===== config.mk =====
export PLATFORM = sky130hd
export DESIGN_NAME = vermidma
export DESIGN_NICKNAME = d
export VERILOG_FILES = /design/src/rtl/vermidma_pkg.sv /design/src/rtl/vermidma.sv
export SDC_FILE = /design/constraint.sdc
export NUM_CORES = 1
export LEC_CHECK = 0
export ABC_AREA = 1
export CORE_UTILIZATION = 54
export CTS_BUF_LIST = sky130_fd_sc_hd__clkbuf_8
export CTS_CLUSTER_SIZE = 12
export DETAILED_ROUTE_END_ITERATION = 12
export PLACE_DENSITY = 0.83
export SETUP_SLACK_MARGIN = 0.4
export SKIP_LAST_GASP = 1
export SLEW_MARGIN = 20
export SYNTH_ARGS = -nofsm -noshare
export SYNTH_HDL_FRONTEND = slang
export SYNTH_SLANG_ARGS = --single-unit

===== constraint.sdc =====
create_clock -name clk -period 5 [get_ports clk]
set_input_delay 0.5 -clock clk [delete_from_list [all_inputs] [get_ports clk]]
set_output_delay 0.5 -clock clk [all_outputs]
set_load 0.02 [all_outputs]

===== src/rtl/vermidma_pkg.sv =====
// Shared types and constants for the vermidma block-copy initiator.
package vermidma_pkg;

   typedef enum logic [1:0] {
      IDLE  = 2'd0,
      READ  = 2'd1,
      WRITE = 2'd2,
      DONE  = 2'd3
   } state_t;

   localparam logic [3:0]  WSTROBE_READ = 4'b0000;
   localparam logic [3:0]  WSTROBE_WORD = 4'b1111;
   localparam logic [31:0] ADDR_STEP    = 32'd4;

   // Clear the byte-offset bits so every request is word aligned.
   function automatic logic [31:0] word_align(input logic [31:0] addr);
      return addr & 32'hFFFF_FFFC;
   endfunction

endpackage


===== src/rtl/vermidma.sv =====
// vermidma: Vermibus initiator copying a block of 32-bit words, one read
// then one write per word. All bus-facing outputs are registered and are
// updated together with the state, so a request is stable until accepted.
// Optional fill mode (constant-value writes, no reads) is enabled by
// defining VERMIDMA_FILL_EN.
module vermidma
   import vermidma_pkg::*;
#(
   parameter int LEN_WIDTH = 16
) (
   input  logic                 clk,
   input  logic                 reset,
   input  logic                 start,
   input  logic [31:0]          src,
   input  logic [31:0]          dst,
   input  logic [LEN_WIDTH-1:0] len,
`ifdef VERMIDMA_FILL_EN
   input  logic                 fill,
   input  logic [31:0]          fill_value,
`endif
   output logic                 busy,
   output logic                 done,
   output logic                 bus_valid,
   input  logic                 bus_ready,
   output logic [31:0]          bus_address,
   output logic [3:0]           bus_wstrobe,
   output logic [31:0]          bus_wdata,
   input  logic [31:0]          bus_rdata
);

   localparam logic [LEN_WIDTH-1:0] LEN_ZERO = '0;
   localparam logic [LEN_WIDTH-1:0] LEN_ONE  = LEN_WIDTH'(1'b1);

   state_t                 state;
   logic [31:0]            src_ptr;
   logic [31:0]            dst_ptr;
   logic [LEN_WIDTH-1:0]   remaining;

   logic [31:0]            src_next;
   logic [31:0]            dst_next;
   logic                   last_word;
   logic                   fill_mode;
   logic                   start_fill;
   logic [31:0]            start_wdata;

   assign src_next  = src_ptr + ADDR_STEP;
   assign dst_next  = dst_ptr + ADDR_STEP;
   assign last_word = (remaining == LEN_ONE);

`ifdef VERMIDMA_FILL_EN
   assign start_fill  = fill;
   assign start_wdata = fill ? fill_value : bus_wdata;

   // Remember whether the accepted transfer is a fill.
   always_ff @(posedge clk or posedge reset) begin
      if (reset) begin
         fill_mode <= 1'b0;
      end else if (state == IDLE && start) begin
         fill_mode <= fill;
      end else begin
         fill_mode <= fill_mode;
      end
   end
`else
   assign start_fill  = 1'b0;
   assign start_wdata = bus_wdata;
   assign fill_mode   = 1'b0;
`endif

   // Transfer FSM with pointers, word counter and registered bus outputs.
   always_ff @(posedge clk or posedge reset) begin
      if (reset) begin
         state       <= IDLE;
         src_ptr     <= 32'd0;
         dst_ptr     <= 32'd0;
         remaining   <= LEN_ZERO;
         busy        <= 1'b0;
         done        <= 1'b0;
         bus_valid   <= 1'b0;
         bus_address <= 32'd0;
         bus_wstrobe <= WSTROBE_READ;
         bus_wdata   <= 32'd0;
      end else begin
         case (state)
            IDLE: begin
               done <= 1'b0;
               if (start) begin
                  src_ptr   <= word_align(src);
                  dst_ptr   <= word_align(dst);
                  remaining <= len;
                  busy      <= 1'b1;
                  bus_wdata <= start_wdata;
                  if (len == LEN_ZERO) begin
                     state     <= DONE;
                     done      <= 1'b1;
                     bus_valid <= 1'b0;
                  end else if (start_fill) begin
                     state       <= WRITE;
                     bus_valid   <= 1'b1;
                     bus_address <= word_align(dst);
                     bus_wstrobe <= WSTROBE_WORD;
                  end else begin
                     state       <= READ;
                     bus_valid   <= 1'b1;
                     bus_address <= word_align(src);
                     bus_wstrobe <= WSTROBE_READ;
                  end
               end else begin
                  busy      <= 1'b0;
                  bus_valid <= 1'b0;
               end
            end
            READ: begin
               if (bus_ready) begin
                  src_ptr     <= src_next;
                  bus_wdata   <= bus_rdata;
                  bus_address <= dst_ptr;
                  bus_wstrobe <= WSTROBE_WORD;
                  state       <= WRITE;
               end else begin
                  state <= READ;
               end
            end
            WRITE: begin
               if (bus_ready) begin
                  dst_ptr   <= dst_next;
                  remaining <= remaining - LEN_ONE;
                  if (last_word) begin
                     state       <= DONE;
                     done        <= 1'b1;
                     bus_valid   <= 1'b0;
                     bus_wstrobe <= WSTROBE_READ;
                  end else if (fill_mode) begin
                     state       <= WRITE;
                     bus_address <= dst_next;
                  end else begin
                     state       <= READ;
                     bus_address <= src_ptr;
                     bus_wstrobe <= WSTROBE_READ;
                  end
               end else begin
                  state <= WRITE;
               end
            end
            DONE: begin
               state     <= IDLE;
               done      <= 1'b0;
               busy      <= 1'b0;
               bus_valid <= 1'b0;
            end
            default: begin
               state     <= IDLE;
               done      <= 1'b0;
               busy      <= 1'b0;
               bus_valid <= 1'b0;
            end
         endcase
      end
   end

endmodule


; ---- Word level (Yosys, flattened, before mapping)
; Index checks and enable logic that the tools add are counted.
[word_totals]
register_bits = 153
in_bits = 116
output_inout_bits = 71
wordCells = 74
[op_classes]
addsub = 3
eq_ne = 10
mux = 38
n_reduce_logical = 13
[ops]
columns = cell, n
row1 = two-way mux 32 bit, 9
row2 = one-hot mux 32 bit (2 select lines), 2
row3 = one-hot mux 32 bit (3 select lines), 1
row4 = adder 32 x 3 -> 32 bit (second input constant), 2
row5 = two-way mux 16 bit, 2
row6 = one-hot mux 16 bit (2 select lines), 1
row7 = == test 16 x 1 -> 1 bit (second input constant), 1
row8 = logical NOT 16 bit, 1
row9 = two-way mux 4 bit, 4
row10 = subtractor 16 x 1 -> 16 bit (second input constant), 1
row11 = != test 2 bit (second input constant), 6
row12 = one-hot mux 4 bit (3 select lines), 1
row13 = two-way mux 2 bit, 5
row14 = two-way mux 1 bit, 9
row15 = AND reduction 3 bit, 3
row16 = one-hot mux 2 bit (4 select lines), 1
row17 = one-hot mux 1 bit (3 select lines), 2
row18 = AND reduction 6 bit, 1
row19 = nonzero test 2 bit, 3
row20 = nonzero test 3 bit, 2
row21 = AND reduction 5 bit, 1
row22 = == test 2 bit (second input constant), 2
row23 = == test 2 x 1 -> 1 bit (second input constant), 1
row24 = logical NOT 2 bit, 1
row25 = other kinds (2), 2

; ---- Depth between registers and ports, before layout
; Gate-level depths: netlist of the first run.
[depth]
ltp_word = 4
mapped_depth = 11
mapped_depth_nobuf = 11

; ---- Worst setup path after synthesis of the first run
; Ideal clock, no wire load.
[synth_timing]
path_kind = register -> register
startpoint = reg state[0]
endpoint = reg bus_address[16]
setup_ns = 0.117
arrival_time_ns = 1.606
required_time_ns = 4.883
slack_ns = 3.277
path_stages_with_launch = 11
path_buffers = 2
period_less_slack_ns = 1.723
path_cell_list = dfrtp_1 -> inv_1 -> ha_1 -> buf_4 -> nand2_1 -> nand2_1 -> nor3_4 -> nand3_2 -> buf_6 -> nand2_1 -> nand2_1
[synth_between]
elab_chain_len = 3
word_cells_on_any_way = 11
classes_between = eq/ne (7) / mux (1) / reduce/logical (3)
[synth_lines]
columns = item, line_no
row1 = start: declaration, vermidma.sv:34  ; state_t state;
row2 = start signal: assignment, vermidma.sv:73  ; state <= IDLE;
row3 = start signal: assignment, vermidma.sv:94  ; state <= DONE;
row4 = start signal: assignment, vermidma.sv:98  ; state <= WRITE;
row5 = "== test 2 bit, or another cell as far along", vermidma.sv:84  ; case (state)
row6 = != test 2 bit (no source line) / nonzero test 3 bit (equally long branches), --
row7 = AND reduction 6 bit (no source line), --
row8 = end signal: assignment, vermidma.sv:100  ; bus_address <= word_align(dst);
row9 = end signal: assignment, vermidma.sv:105  ; bus_address <= word_align(src);
row10 = end signal: assignment, vermidma.sv:117  ; bus_address <= dst_ptr;
row11 = end: declaration, vermidma.sv:25  ; output logic [31:0] bus_address,
; Parallel ways exist; a longest one is shown, timed or not.
; A chain may end at the register's enable or synchronous reset.

; ---- Worst setup path in the final report of the first run
[layout_timing]
startpoint = reg state[1]
endpoint = reg bus_address[30]
; The elaborated chain is that of the path after synthesis.

==> results of run 1 <==
[tightest hold or removal path, stage by stage, from the launching register on]
cell     delay [ns]
dfrtp_1        0.35
nand2_1        0.05
nand2_1        0.05
[per-layer routing]
metal	vias to the layer above	part of all wire (%)	GRT usage (%)
met5	-	0	0
met4	0	3.0	12.5
met3	61	7.7	6.89
met2	399	47	51.7
met1	4563	43	42.8
li1	4939	-	-
[final timing paths]
path,from,to,cells past startpoint
worst max-delay path,state[1],bus_address[30],9
worst max register to register,state[1],bus_address[30],9
worst min register to register,bus_address[12],bus_address[12],2
max in group asynchronous,reset,src_ptr[20],3
worst min-delay path,bus_address[12],bus_address[12],2
min in group asynchronous,reset,dst_ptr[3],2
[area by class of cell]
| type | instances | area, um^2 | area share (%) |
|---|---|---|---|
| clock inverter | 14 | 181 | 1.55 |
| timing repair buffer | 194 | 1910 | 16.4 |
| sequential | 145 | 3630 | 31.1 |
| multi-input combinational | 1103 | 4820 | 41.3 |
| tap | 220 | 275 | 2.36 |
| inverter | 160 | 606 | 5.19 |
| clock buffer | 18 | 248 | 2.12 |
[placed cells by master (no fill, tap or decap), drive strengths merged]
cell | netlist | routed
o21ai | 141 | 141
nand3b | 1 | 1
ha | 10 | 10
nand2 | 581 | 581
nor2 | 164 | 164
clkinv | 1 | 6
dfrtp | 145 | 145
clkdlybuf4s50 | 0 | 182
inv | 159 | 164
o211ai | 5 | 5
nor3 | 5 | 5
a211oi | 1 | 1
bufinv | 0 | 3
o31ai | 2 | 2
nand3 | 84 | 84
clkbuf | 37 | 18
buf | 31 | 12
a21oi | 59 | 59
a22oi | 1 | 1
nand4 | 37 | 37
clkinvlp | 0 | 1
o22ai | 6 | 6
xor2 | 5 | 5
or2 | 1 | 1
[sequential cells by signal (all words and copies together) (netlist names)]
name,flops
bus_address,31
bus_valid,1
bus_wdata,32
bus_wstrobe,1
busy,1
done,1
dst_ptr,30
remaining,16
src_ptr,30
state,2
[metrics by stage]
step	hold slack, ns	setup slack, ns	total power, W
after floorplan	0.449	0.605	0.00519
after global placement	0.453	2.15	0.00642
after detailed placement	0.458	2.06	0.00653
after CTS	0.479	2.01	0.00759
after global routing	0.496	1.76	0.00827
final	0.476	2.03	0.00759
[cells by family after synthesis]
kind of cell             count (synthesis)
XOR/XNOR                                 5
AND/OR/NAND/NOR                        873
flip-flops                             145
buffers and inverters                  228
adder cells (fa/ha/maj)                 10
AO/OA/AOI/OAI                          215
[report_power, final]
part           switching (W)  leakage (nW)  internal (W)  total, W
registers           0.000547          1.78       0.00176   0.00231
clock network       0.000511         0.219      0.000517   0.00103
logic                0.00273          3.58       0.00152   0.00426
==> key figures, run 1 <==
Yosys
  • Yosys top cell area share: 38.8%
  • Synthesized area: 9360 um^2
  • Mux contribution to synthesized area: 0%
  • Largest family of logic cells by synthesized area: simple AND/OR/NAND/NOR gates
  • Synth Flop Type: dfrtp_1
  • Post-Synth XOR/XNOR Area: 0.468%
  • Sequential cell area fraction in the yosys report: 38.8%
  • Commonest cells in the netlist: nand2_1 (581), nor2_1 (159), inv_1 (154)
  • Post-synth EDFFs: 0
  • Synth Warn #: 0
  • Post-synthesis simple-gate area fraction: 37.7%
  • Adder-cell share of the synthesized area: 1.34%
  • Largest area contributor in the netlist: dfrtp_1
  • Average instance area after synthesis: 6.34 um^2
  • Most instantiated library cell after synthesis: nand2_1
  • Compound-Gate Fraction of Synth Area: 11.9%
  • Area contributors post-synth: dfrtp_1 (39%), nand2_1 (23%), o21ai_0 (7.2%)
  • Synth Instances: 1476
  • Syn nets: 1602
  • Asr flop ratio synth: 100%
  • Flop and latch count out of synthesis: 145
  • Cell variety after synth: 31

Layout
  • Antenna diode count: 0
  • Final core utilization: 69.6%
  • Final instance area: 11700 um^2
  • Layout cells sized above 1: 3.73%
  • # nets final: 1747
  • Area growth syn-to-layout: 24.7%
  • Post-route insts no fill: 1854
  • Fillers: 1479

Placement
  • Cells after DPL: 1822
  • Placed cell area: 11200 um^2
  • Routability Congestion: 0.966
  • Dpl hpwl: 19.7 mm
  • IO buf count: 182

STA
  • Slew Limit Fails: 0
  • Skew final: 0.0139 ns
  • Worst-Margin Slew: 0.990 ns
  • Max-slew headroom: 34.0%
  • Final hold violation count: 0
  • RSZ-0062 raised after global routing: no
  • Fin crit period: 2.97 ns
  • Final setup viols: 0
  • Setup TNS: 0 ns
  • Achievable Freq: 337 MHz
  • Crit share post-route: 59.4%

Routing
  • DR WL/cell: 14.9 um
  • # DRC: 0
  • Routed Antenna Nets: 0
  • Final wirelength: 27.6 mm
  • DR pass1 iterations: 5
  • Initial DRC count: 797
  • Vias/cell: 5.37
  • Routed via count: 9962

Floorplanning
  • Die area: 17900 um^2
  • Starting density of the core: 55.8%
  • Top Ports: 187
  • Core area: 16800 um^2
  • Horiz. Die Dim: 134 um
  • Die height: 134 um
  • Site Rows: 47

Critical path
  • Crit path cell chain: inv_1 -> ha_2 -> inv_2 -> nor2_2 -> nor3_4 -> buf_4 -> nand3_2 -> nand2_1 -> nand2_1
  • R2r setup slk: 2.03 ns
  • CP max FO: 35
  • WP buf/inv: 3
  • Slowest cell delay on critical path: 0.57 ns
  • Worst Path Required: 5.35 ns
  • CP Capture Type: flip-flop
  • Slowest CP cell: nand3_2
  • Setup crit start kind: flip-flop
  • Worst EP arrival: 3.32 ns
  • Crit Path Class: reg2reg
  • Most frequent CP cell: nand2_1
  • Top delay family on crit path: simple AND/OR/NAND/NOR gates

Global routing
  • Total gr overflow: 0
  • Number of global-route vias before repair: 9309
  • Initial antenna violation count: 0
  • Overall routing resource usage: 32.3%
  • First-pass GRT wire length: 45.7 mm
  • Largest net degree at the start of global routing: 86

Clock tree
  • CTS tree: done
  • Post-CTS Setup Bufs: 0
  • Clk slew on worst S/H paths: 0.09 ns
  • Clock Path Buffers: 2
  • Resize count post-CTS: 0
  • Worst-Skew Late Latency: 0.47 ns
  • Root buffer cell: clkbuf_8
  • H-tree depth: 4
  • CTS sink count: 145
  • Post-CTS Hold Buffers: 0
  • CTS Buf Count: 17

Run status
  • Status: finished clean

Worst hold path
  • Hold Crit Class: reg2reg

Run
  • Max_cap viols: 0

Pwr
  • Leakage: 5.58 nW
  • Worst vdd ir: 595 uV
  • Power density over cell area: 651 nW/um^2
(Power assumes the default switching activity.)
==> inputs of run 2 (changes only) <==
- CORE_UTILIZATION: 54 -> 49
- PLACE_DENSITY: 0.83 -> 0.8
- clock period: 5 -> 2.5 ns (I/O delays scaled with it)
==> run 2 against run 1 <==
  * Non-clock buffer count increased by 14
  * Power increased by 110%
  * Clock skew decreased by 0.0026 ns
  * Sequential share of layout area decreased by 0.51 points
  * Highest routed layer unchanged
  * Combinational power increased by 110%
  * Critical path depth decreased by 1
  * Fmax increased by 51%
  * Worst hold slack got worse by 0.45 ns
==> key figures, run 2 (synthesis results as in run 1) <==
Run status
  • Status: finished clean

STA
  • Fin Hold WS: 0.0272 ns
  • Final hold violation count: 0
  • Slew Limit Fails: 0
  • Fin crit period: 1.96 ns
  • Crit share post-route: 78.5%
  • RSZ-0062 raised after global routing: yes
  • Setup TNS: 0 ns
  • Skew final: 0.0113 ns
  • Worst-Margin Slew: 0.607 ns
  • Achievable Freq: 509 MHz
  • Max-slew headroom: 59.5%
  • Final setup viols: 0
  • Final WS setup: 0.537 ns

Critical path
  • Worst EP arrival: 2.32 ns
  • FF-to-FF Start: src_ptr[2]
  • R2r setup slk: 0.54 ns
  • CP Capture Type: flip-flop
  • Worst Path Required: 2.86 ns
  • Worst R2R End: src_ptr[12]
  • Cells on worst reg2reg path: 8
  • Setup crit start kind: flip-flop
  • CP max FO: 5
  • Crit Path Class: reg2reg

Pwr
  • Int Pwr: 0.00776 W
  • Switching power: 0.00782 W
  • Clock Power Share: 12.5%
  • Sequential power share: 29.7%
  • Power density over cell area: 1310 nW/um^2
  • Switching Fraction: 50.2%
  • Worst vdd ir: 1170 uV
  • Overall Power: 0.0156 W
  • Comb power frac: 57.9%
  • Leakage: 5.66 nW

Routing
  • DR WL/cell: 15.0 um
  • Routed via count: 10100
  • Routed Antenna Nets: 0
  • Final wirelength: 28.3 mm
  • Vias/cell: 5.34
  • DR pass1 iterations: 5
  • Initial DRC count: 932
  • # DRC: 0

Placement
  • Dpl hpwl: 20.6 mm
  • Place WS: 0.342 ns
  • Routability Congestion: 0.952
  • IO buf count: 182

Layout
  • # nets final: 1761
  • Final core utilization: 63.5%
  • Layout cells sized above 1: 4.92%
  • Most frequent cells in the layout: nand2_1 (578), clkdlybuf4s50_1 (182), nor2_1 (159)
  • Most common cell after layout, fill and taps aside: nand2_1
  • Antenna diode count: 0
  • Largest registers: bus_wdata: 32 flops, bus_address: 31 flops
  • Area growth syn-to-layout: 26.8%
  • Most flop-heavy register: bus_wdata
  • Max reg flops: 32

Clock tree
  • Post-CTS Hold Buffers: 0
  • CTS tree: done
  • Worst-Skew Late Latency: 0.47 ns
  • Clk slew on worst S/H paths: 0.10 ns
  • Root buffer cell: clkbuf_8
  • Clock Path Buffers: 2
  • CTS sink count: 145
  • H-tree depth: 4
  • CTS Buf Count: 17

Global routing
  • Largest net degree at the start of global routing: 98
  • Overall routing resource usage: 29.3%
  • Initial antenna violation count: 0
  • Total gr overflow: 0
  • Number of global-route vias before repair: 9328
  • First-pass GRT wire length: 45.9 mm

Floorplanning
  • Horiz. Die Dim: 140 um
  • Die area: 19700 um^2
  • Top Ports: 187
  • Die height: 140 um
  • Site Rows: 50
  • Starting density of the core: 50.0%
  • Core area: 18700 um^2

Run
  • Max_cap viols: 0

Worst hold path
  • Hold Crit Class: in2async
[run 2: changes by cell type in the layout (fill, tap and decap cells not counted), sizes merged]
cell      before  now
clkinvlp       1    2
clkbuf        18   17
bufinv         3    1
clkinv         6    3
inv          164  169
buf           12   26
[run 2: timing repair]
item,4_1_cts,5_1_grt
endpoints found under the setup margin,3,56
pin swaps,0,1
gates resized for setup,2,12
endpoints found under the hold margin,0,0
buffers inserted,0,2
[run 2: worst max path at each step]
stage	slack, ns	cells after the start	start	endpoint
after floorplan	0.43	1	reset	bus_address[10]
after global placement	0.44	9	state[1]	bus_wstrobe[2]
after detailed placement	0.34	9	state[0]	bus_wstrobe[2]
after CTS	0.47	9	state[0]	bus_wstrobe[2]
after global routing	0.38	8	state[0]	dst_ptr[8]
final	0.54	8	src_ptr[2]	src_ptr[12]
[run 2: critical path, cell delays in order, from the launching register on]
cell and delay (ns):
dfrtp_1 0.41, ha_1 0.26, inv_1 0.08, nor2_1 0.31
nand3_1 0.31, o21ai_0 0.25, nand3_1 0.10, o21ai_0 0.09
inv_1 0.06
[run 2: layout make-up]
cell class	instances	area, um^2
Clock buffer	17	234
Clock inverter	15	161
Fill cell	1746	6840
Inverter	160	609
Multi-Input combinational cell	1103	4830
Sequential cell	145	3630
Tap cell	234	293
Timing Repair Buffer	208	2110
[run 2: power groups by stage]
stage                     Sequential (W)  Combinational [W]  Clock [W]
after CTS                        0.00460            0.00889    0.00196
after global placement           0.00459            0.00863          0
after floorplan                  0.00491            0.00546          0
after detailed placement         0.00462            0.00887          0
after global routing             0.00478             0.0101    0.00207
final                            0.00462            0.00901    0.00194
[run 2: per-stage QoR]
step           std cells  instance area [um^2]
6_report            1882                 11900
5_1_grt             1882                 11900
4_1_cts             1880                 11800
3_5_place_dp        1848                 11400
3_3_place_gp        1848                 11400
2_1_floorplan       1476                  9360
[run 2: per-layer routing]
metal | vias up | track usage [%] | wire [um]
li1 | 4967 | - | -
met5 | - | 0 | 0
met2 | 438 | 49.0 | 13500
met1 | 4585 | 38.2 | 12100
met4 | 0 | 11.3 | 817
met3 | 61 | 4.51 | 1890
==> inputs of run 3 (changes only) <==
- CORE_UTILIZATION: 49 -> 54
- PLACE_DENSITY: 0.8 -> 0.83
- clock period: 2.5 -> 1.99 ns (I/O delays scaled with it)
==> run 3 against run 2 <==
  * Non-clock buffer count is 65 higher
  * Via count is 13% higher
  * First-iteration DRC count is 75% higher
  * Critical path type unchanged
  * Combinational power is 83% higher
  * Critical endpoint is now bus_address[2]
==> key figures, run 3 (synthesis results as in run 1) <==
Critical path
  • Setup crit start kind: flip-flop
  • Worst EP arrival: 2.32 ns
  • Worst R2R End: bus_address[2]
  • Crit path cell chain: inv_2 -> ha_4 -> clkinv_2 -> buf_12 -> o21ai_0 -> nand2_1 -> o21ai_0 -> nand4_1 -> nand2_1
  • Cells on worst reg2reg path: 9
  • Crit Path Class: reg2reg
  • CP Capture Type: flip-flop
  • WP buf/inv: 3
  • R2r setup slk: 0.09 ns
  • Top delay family on crit path: flip-flops
  • Slowest cell delay on critical path: 0.43 ns
  • Slowest CP cell: dfrtp_1
  • FF-to-FF Start: state[0]
  • CP max FO: 30
  • Worst setup startpoint: state[0]
  • Worst Path Required: 2.41 ns

Floorplanning
  • Horiz. Die Dim: 134 um
  • Die height: 134 um
  • Die area: 17900 um^2
  • Core area: 16800 um^2
  • Site Rows: 47
  • Top Ports: 187
  • Starting density of the core: 55.8%

Worst hold path
  • Hold Crit Depth: 3
  • Hold Crit Class: in2reg
  • Hold_sp: bus_rdata[4]
  • Worst Hold End: bus_wdata[4]

Pwr
  • Int Pwr: 0.0122 W
  • Overall Power: 0.0247 W
  • Worst vdd ir: 938 uV
  • Clock Power Share: 9.2%
  • Comb power frac: 66.8%
  • Power density over cell area: 1820 nW/um^2
  • Sequential power share: 24.0%
  • Switching Fraction: 50.4%
  • Leakage: 6.51 nW
  • Switching power: 0.0124 W

Routing
  • Final wirelength: 34.9 mm
  • DR WL/cell: 18.0 um
  • Initial DRC count: 1635
  • Routed Antenna Nets: 0
  • Routed via count: 11400
  • DR pass1 iterations: 9
  • # DRC: 0
  • Vias/cell: 5.88

Run status
  • Status: finished clean

Run
  • Max_cap viols: 0

STA
  • Slew Limit Fails: 0
  • Crit share post-route: 95.2%
  • Final WS setup: 0.0949 ns
  • Achievable Freq: 528 MHz
  • Fin Hold WS: 0.234 ns
  • Fin crit period: 1.90 ns
  • RSZ-0062 raised after global routing: yes
  • Final hold violation count: 0
  • Skew final: 0.0164 ns
  • Final setup viols: 0
  • Worst-Margin Slew: 0.397 ns
  • Max-slew headroom: 73.5%

Clock tree
  • Clock Path Buffers: 2
  • H-tree depth: 4
  • Worst-Skew Late Latency: 0.49 ns
  • Root buffer cell: clkbuf_8
  • CTS sink count: 145
  • Clk slew on worst S/H paths: 0.09 ns
  • CTS tree: done
  • CTS Buf Count: 17

Global routing
  • Largest net degree at the start of global routing: 55
  • Initial antenna violation count: 1
  • Total gr overflow: 0
  • Overall routing resource usage: 36.0%
  • Number of global-route vias before repair: 10400
  • First-pass GRT wire length: 50.7 mm

Layout
  • Largest registers: bus_wdata: 32 flops, bus_address: 31 flops
  • # nets final: 1830
  • Max reg flops: 32
  • Area growth syn-to-layout: 44.5%
  • Most frequent cells in the layout: nand2_1 (543), inv_1 (149), nor2_1 (140), dfrtp_1 (140), clkdlybuf4s50_1 (111)
  • Most flop-heavy register: bus_wdata
  • Layout cells sized above 1: 15.9%
  • Most common cell after layout, fill and taps aside: nand2_1

Placement
  • IO buf count: 182
  • Place WS: 0.107 ns
  • Routability Congestion: 0.958
  • Dpl hpwl: 20.5 mm
[run 3: changes by cell type in the layout (fill, tap and decap cells not counted), sizes merged, moves of 3 or more]
cell	delta
buf	+56
clkdlybuf4s50	-71
clkbuf	+7
inv	-3
clkinvlp	+4
clkinv	+3
dlygate4sd2	+71
[run 3: repair_timing]
item / in CTS / in global routing
resized for setup: 194 / 156
pin swaps: 20 / 55
gates cloned: 12 / 12
hold buffers: 1 / 0
setup endpoints to repair: 211 / 143
setup buffers: 24 / 14
hold endpoints to repair: 3 / 0
[run 3: metrics by stage]
step           util (%)  TNS [ns]  area (um^2)  cells
4_1_cts            75.9         0        12700   1911
6_report           80.7         0        13500   1938
2_1_floorplan         -     -4.06         9410   1476
3_3_place_gp       68.9         0        11500   1842
3_5_place_dp       68.9         0        11500   1842
5_1_grt            80.7         0        13500   1937
[run 3: per-layer routing]
metal  share of wire, %  up-vias  GRT usage (%)
li1                   -     5133              -
met1                 36     5157           45.3
met2                 47      893           58.4
met3                 11      221           6.81
met4                6.3        0           20.3
met5                  0        -              0
[run 3: power groups by stage]
stage	sequential, W	clock (W)	combinational, W
floorplan	0.00618	0	0.00696
global placement	0.00574	0	0.0110
detailed placement	0.00578	0	0.0113
CTS	0.00572	0.00225	0.0136
global route	0.00607	0.00238	0.0176
finish	0.00593	0.00226	0.0165
[run 3: cell type report]
class                   instances  area [um^2]
diodes                          1         2.50
repair buffers                273         3140
clock inverters                15          126
fillers                      1128         3240
inverters                     160          636
clock buffers                  17          234
repair inverters                3         36.3
well taps                     220          275
multi-input cells            1104         5440
flip-flops and latches        145         3630
[run 3: worst register-to-register path: cells and delay by family, from the launching register on]
family | cells | cell delay [ns]
AOI/OAI and AO/OA | 2 | 0.40
adders and majority gates | 1 | 0.22
buffers and inverters | 3 | 0.43
DFF | 1 | 0.43
and+or+nand+nor | 3 | 0.35
[run 3: worst max-delay path by stage]
stage | depth (start not counted) | to | slack, ns
after detailed placement | 9 | bus_address[31] | 0.11
after floorplan | 1 | bus_address[10] | -0.03
final | 9 | bus_address[2] | 0.09
after global placement | 8 | bus_wstrobe[2] | 0.16
after global routing | 9 | bus_address[2] | 0.05
after CTS | 7 | bus_address[14] | 0.26
